$ cat src/rtl/rvv_backend_xrf_wb_sched.sv
// XRF writeback scheduler: buffers up to NUM_LANE in-order retire XRF writes
// per cycle and drains them one per cycle to the scalar XRF port.
// Ports: clk/rst (sync, active-high); rt_xrf_valid/index/data in, rt_xrf_ready
// out (per lane); xrf_wb_valid/index/data out, xrf_wb_ready in;
// wb_pending_cnt/wb_busy report occupancy.
// Optional macro RVV_XRF_WB_BYPASS_EN: same-cycle bypass of the lowest valid
// lane to xrf_wb_* when the buffer is empty.
module rvv_backend_xrf_wb_sched #(
    parameter int NUM_LANE = 4,
    parameter int DEPTH    = 8,
    parameter int XLEN     = 32,
    parameter int IDX_W    = 5,
    parameter int CNT_W    = $clog2(DEPTH) + 1
) (
    input  logic                      clk,
    input  logic                      rst,
    input  logic [NUM_LANE-1:0]       rt_xrf_valid,
    input  logic [NUM_LANE*IDX_W-1:0] rt_xrf_index,
    input  logic [NUM_LANE*XLEN-1:0]  rt_xrf_data,
    output logic [NUM_LANE-1:0]       rt_xrf_ready,
    output logic                      xrf_wb_valid,
    output logic [IDX_W-1:0]          xrf_wb_index,
    output logic [XLEN-1:0]           xrf_wb_data,
    input  logic                      xrf_wb_ready,
    output logic [CNT_W-1:0]          wb_pending_cnt,
    output logic                      wb_busy
);

    localparam int PTR_W = $clog2(DEPTH);

    logic [IDX_W-1:0] idx_q  [DEPTH];
    logic [XLEN-1:0]  data_q [DEPTH];

    logic [PTR_W-1:0] wr_ptr_q, wr_ptr_d;
    logic [PTR_W-1:0] rd_ptr_q, rd_ptr_d;
    logic [CNT_W-1:0] count_q, count_d;

    logic [CNT_W-1:0]    free;
    logic [CNT_W-1:0]    need;
    logic [CNT_W-1:0]    npush;
    logic [NUM_LANE-1:0] push_en;
    logic [PTR_W-1:0]    slot [NUM_LANE];
    logic [NUM_LANE-1:0] byp_sel;
    logic                byp_any;
    logic                byp_take;
    logic                pop;

    // Credit comes from the registered count only; a same-cycle pop
    // never frees a slot for this cycle's pushes.
    always_comb begin
        free     = CNT_W'(DEPTH) - count_q;
        byp_sel  = '0;
`ifdef RVV_XRF_WB_BYPASS_EN
        if (!rst && count_q == '0) begin
            for (int i = NUM_LANE - 1; i >= 0; i--) begin
                if (rt_xrf_valid[i]) byp_sel = NUM_LANE'(1) << i;
            end
        end
`endif
        byp_any  = |byp_sel;
        byp_take = byp_any && xrf_wb_ready;
        need     = '0;
        npush    = '0;
        for (int i = 0; i < NUM_LANE; i++) begin
            // A lane consumed by the bypass neither uses credit nor a slot.
            if (rt_xrf_valid[i] && !(byp_take && byp_sel[i])) begin
                need = need + CNT_W'(1);
            end
            rt_xrf_ready[i] = !rst && (need <= free);
            push_en[i] = rt_xrf_valid[i] && rt_xrf_ready[i]
                         && !(byp_take && byp_sel[i]);
            slot[i] = wr_ptr_q + PTR_W'(npush);
            if (push_en[i]) npush = npush + CNT_W'(1);
        end
    end

    always_comb begin
        xrf_wb_valid = (count_q != '0);
        xrf_wb_index = idx_q[rd_ptr_q];
        xrf_wb_data  = data_q[rd_ptr_q];
`ifdef RVV_XRF_WB_BYPASS_EN
        if (byp_any) begin
            xrf_wb_valid = 1'b1;
            for (int i = 0; i < NUM_LANE; i++) begin
                if (byp_sel[i]) begin
                    xrf_wb_index = rt_xrf_index[i*IDX_W +: IDX_W];
                    xrf_wb_data  = rt_xrf_data[i*XLEN +: XLEN];
                end
            end
        end
`endif
    end

    assign pop      = (count_q != '0) && xrf_wb_ready;
    assign wr_ptr_d = wr_ptr_q + PTR_W'(npush);
    assign rd_ptr_d = rd_ptr_q + PTR_W'(pop);
    assign count_d  = count_q + npush - CNT_W'(pop);

    always_ff @(posedge clk) begin
        if (rst) begin
            wr_ptr_q <= '0;
            rd_ptr_q <= '0;
            count_q  <= '0;
        end else begin
            wr_ptr_q <= wr_ptr_d;
            rd_ptr_q <= rd_ptr_d;
            count_q  <= count_d;
        end
    end

    // Payload storage needs no reset; entries are only read when counted.
    always_ff @(posedge clk) begin
        for (int i = 0; i < NUM_LANE; i++) begin
            if (push_en[i]) begin
                idx_q[slot[i]]  <= rt_xrf_index[i*IDX_W +: IDX_W];
                data_q[slot[i]] <= rt_xrf_data[i*XLEN +: XLEN];
            end
        end
    end

    assign wb_pending_cnt = count_q;
    assign wb_busy        = (count_q != '0);

endmodule

$ cat config.mk
export PLATFORM = sky130hd
export DESIGN_NAME = rvv_backend_xrf_wb_sched
export DESIGN_NICKNAME = d
export VERILOG_FILES = /design/src/rtl/rvv_backend_xrf_wb_sched.sv
export SDC_FILE = /design/constraint.sdc
export NUM_CORES = 1
export LEC_CHECK = 0
export ABC_AREA = 0
export BUFFER_PORTS_ARGS = -buffer_cell sky130_fd_sc_hd__buf_2
export CAP_MARGIN = 20
export CORE_MARGIN = 1.5
export CORE_UTILIZATION = 30
export DETAILED_ROUTE_END_ITERATION = 10
export SLEW_MARGIN = 5
export SYNTH_ARGS = -nofsm -noshare
export SYNTH_HDL_FRONTEND = slang
export SYNTH_SLANG_ARGS = --single-unit
$ cat constraint.sdc
create_clock -name clk -period 8.7 [get_ports clk]
set_clock_uncertainty 0.15 [all_clocks]
set_input_delay 0 -clock clk [delete_from_list [all_inputs] [get_ports clk]]
set_output_delay 0 -clock clk [all_outputs]
set_load 0.01 [all_outputs]
==> results.sh <==
export IMPL_hold_class="in -> reg"
export IMPL_power_leakage_nw=9.83
export IMPL_drc_errors=0
export IMPL_synth_main_ff_cell="edfxtp_1"
export IMPL_reg2reg_slack_ns=1.92
export IMPL_die_h_um=282
export IMPL_crit_start="wb_pending_cnt[0]$_SDFF_PP0_"
export IMPL_synth_area_um2=23300
export IMPL_h_tree_depth=2
export IMPL_grt_start_max_net_pins=75
export IMPL_crit_required_ns=8.74
export IMPL_yosysWarningCount=0
export IMPL_worstReg2RegStart="wb_pending_cnt[0]$_SDFF_PP0_"
export IMPL_final_layout_size_suffix_gt1_share_pct=49.7
export IMPL_crit_path_start_kind="register"
export IMPL_crit_path_frequent_cell="ha_1"
export IMPL_nNetsFinal=2253
export IMPL_crit_fanout=38
export IMPL_io_pins=202
export IMPL_synth_seq_cells=306
export IMPL_place_hpwl_mm=51.1
export IMPL_rsz0062_at_grt="no"
export IMPL_status="completed"
export IMPL_area_growth_pct=22.3
export IMPL_synth_edf_count=296
export IMPL_port_buffers=201
export IMPL_placed_area_um2=25300
export IMPL_path_cells="inv_1, ha_1, inv_1, ha_1, nor2b_1, o21ai_2, buf_4, nor2_1, or3_1, ha_1, xnor2_1, inv_1, ha_1, fa_1, nor4b_1, nand3_2, buf_4, o2111ai_4, buf_4"
export IMPL_via_per_inst=5.69
export IMPL_cp_slowest_cell="nor4b_1"
export IMPL_cts_buffer_depth=3
export IMPL_crit_end="data_q[6][12]$_DFFE_PP_"
export IMPL_die_w_um=282
export IMPL_worst_path_buf_inv=6
export IMPL_wirelength_mm=83.0
export IMPL_cts_setup_buffers=0
export IMPL_cp_end_kind="register"
export IMPL_synth_avg_cell_area_um2=13.1
export IMPL_grt_pass1_wl_mm=122
export IMPL_cp_num_cells=19
export IMPL_drt_initial_drc_count=1638
export IMPL_worst_skew_pair_late_latency_ns=0.54
export IMPL_vdd_drop_max_mv=0.241
export IMPL_cts_tree="yes"
export IMPL_antenna_found_initial=16
export IMPL_final_area_um2=28500
export IMPL_maxCapViolations=0
export IMPL_cp_top_family="adder cells"
export IMPL_vias=17800
export IMPL_ys_seq_area_share_pct=39.0
export IMPL_final_antenna_net_count=0
export IMPL_hold_viol=0
export IMPL_worst_pin_slew_ns=1.22
export IMPL_dieArea_um2=79300
export IMPL_wire_per_inst_um=26.5
export IMPL_crit_path_max_incr_delay_ns=0.78
export IMPL_initial_core_util_pct=30.2
export IMPL_max_freq_mhz=148
export IMPL_period_needed_ns=6.78
export IMPL_powerDensity_nw_per_um2=258
export IMPL_netlist_cell_type_count=47
export IMPL_dr_pass1_iters=5
export IMPL_synthArstFlopShare_pct=0
export IMPL_fp_row_count=102
export IMPL_cts_sinks=306
export IMPL_arrival_ns=6.82
export IMPL_finalSetupTns_ns=0
export IMPL_grt_overflow=0
export IMPL_setup_viol=0
export IMPL_finalCritPeriodShare_pct=77.9
export IMPL_slew_violations=0
export IMPL_cts_root_buffer="clkbuf_16"
export IMPL_final_common_cell="mux2_2"
export IMPL_globalplace_congestion=0.824
export IMPL_rr_worst_depth=19
export IMPL_syn_nets=1970
export IMPL_cts_made_buffers=37
export IMPL_critical_path_class="reg -> reg"
export IMPL_clk_pin_slew_ns=0.06
export IMPL_core_um2=77200
export IMPL_slew_headroom_pct=18.3
export IMPL_rr_endpoint="data_q[6][12]$_DFFE_PP_"
export IMPL_final_cell_mix="mux2_2, o2bb2ai_1, edfxtp_1, buf_2, dlygate4sd3_1"
export IMPL_track_usage_pct=20.6
export IMPL_grt_pass1_vias=18900
export IMPL_synthCells=1780
## worst register-to-register path: cells and delay by family, from the launching register on
kind / cells / cell delay (ns)
flops: 1 / 0.53
fa+ha+maj: 5 / 1.72
simple gates: 5 / 1.54
buf+inv: 6 / 1.55
xor+xnor: 1 / 0.26
compound gates: 2 / 0.62
## kinds of logic after synthesis
group           synth area share [%]
other cells                   0.0161
buf+inv                         4.77
mux                             37.8
flops                           39.0
xor+xnor                       0.677
compound gates                  12.3
fa+ha+maj                       2.01
simple gates                    3.40
## state kept, by name (all words and copies together) (netlist names)
name / count
wb_pending_cnt: 4
idx_q: 40
rd_ptr_q: 3
data_q: 256
wr_ptr_q: 3
## worst min path at each step
stage                                 from                           end  slack (ns)  cells past startpoint
final                      rt_xrf_data[40]        data_q[2][8]$_DFFE_PP_        0.02                      5
after global routing       rt_xrf_data[48]       data_q[3][16]$_DFFE_PP_        0.03                      5
after floorplan           rt_xrf_data[112]       data_q[0][16]$_DFFE_PP_        0.05                      1
after CTS                  rt_xrf_data[37]        data_q[6][5]$_DFFE_PP_       0.001                      5
after global placement                 rst        rd_ptr_q[2]$_SDFF_PP0_        0.24                      2
after detailed placement               rst  wb_pending_cnt[2]$_SDFF_PP0_        0.24                      2
## through the flow
stage          worst slack (ns)  hold slack, ns  cells  utilization, %  power, mW
3_3_place_gp               2.22           0.236   2862            32.7       5.62
6_report                   1.92          0.0191   3131            36.9       7.36
3_5_place_dp               2.09           0.240   2862            32.7       5.71
4_1_cts                    1.99         0.00106   3122            36.7       7.34
2_1_floorplan              2.31          0.0509   1780               -       4.53
5_1_grt                    1.57          0.0258   3130            36.9       7.70
## cell type report
class | count | area (um2)
Multi-Input combinational cell | 1250 | 13500
Sequential cell | 306 | 9100
Inverter | 23 | 86.3
Tap cell | 1040 | 1300
Fill cell | 7394 | 48700
Clock buffer | 45 | 977
Antenna cell | 4 | 10.0
Clock inverter | 18 | 128
Timing Repair Buffer | 445 | 3430
## per-layer routing
metal / global-route usage [%] / part of all wire [%] / up-vias / wire, um
li1: - / - / 7713 / -
met5: 0 / 0.17 / - / 144
met4: 8.70 / 3.8 / 24 / 3160
met2: 33.8 / 47 / 791 / 39000
met1: 26.2 / 42 / 9061 / 34700
met3: 4.53 / 7.2 / 220 / 5940
## report_power, final
part / leakage [nW] / switching [mW] / total [mW] / internal, mW
Combinational: 6.50 / 1.95 / 3.57 / 1.61
Clock: 0.541 / 0.655 / 1.48 / 0.829
Sequential: 2.79 / 0.151 / 2.31 / 2.16
## synth_stat cells, drive strengths merged (2+ instances only)
cell type	n	share of area, %
mux2	632	31
edfxtp	296	38
o2bb2ai	296	11
buf	163	3.8
mux4	74	7.2
nand2	46	0.74
nand2b	42	1.1
clkbuf	38	0.61
ha	31	1.7
inv	23	0.37
nor2	18	0.29
o21ai	17	0.37
xnor2	12	0.45
nor2b	11	0.30
dfxtp	10	0.86
nand3	10	0.21
o2111ai	8	0.30
nor3	7	0.17
xor2	6	0.23
o211ai	5	0.25
a21oi	4	0.086
fa	4	0.34
nand4	4	0.11
or3	3	0.081
and2	2	0.054
mux2i	2	0.086
nor4	2	0.054
nor4b	2	0.075
## repair_timing
item                      4_1_cts  5_1_grt
hold endpoints to repair      306        0
resized for setup               0        0
hold buffers                  197        0
Note: power is estimated with default switching activity, not from simulation.
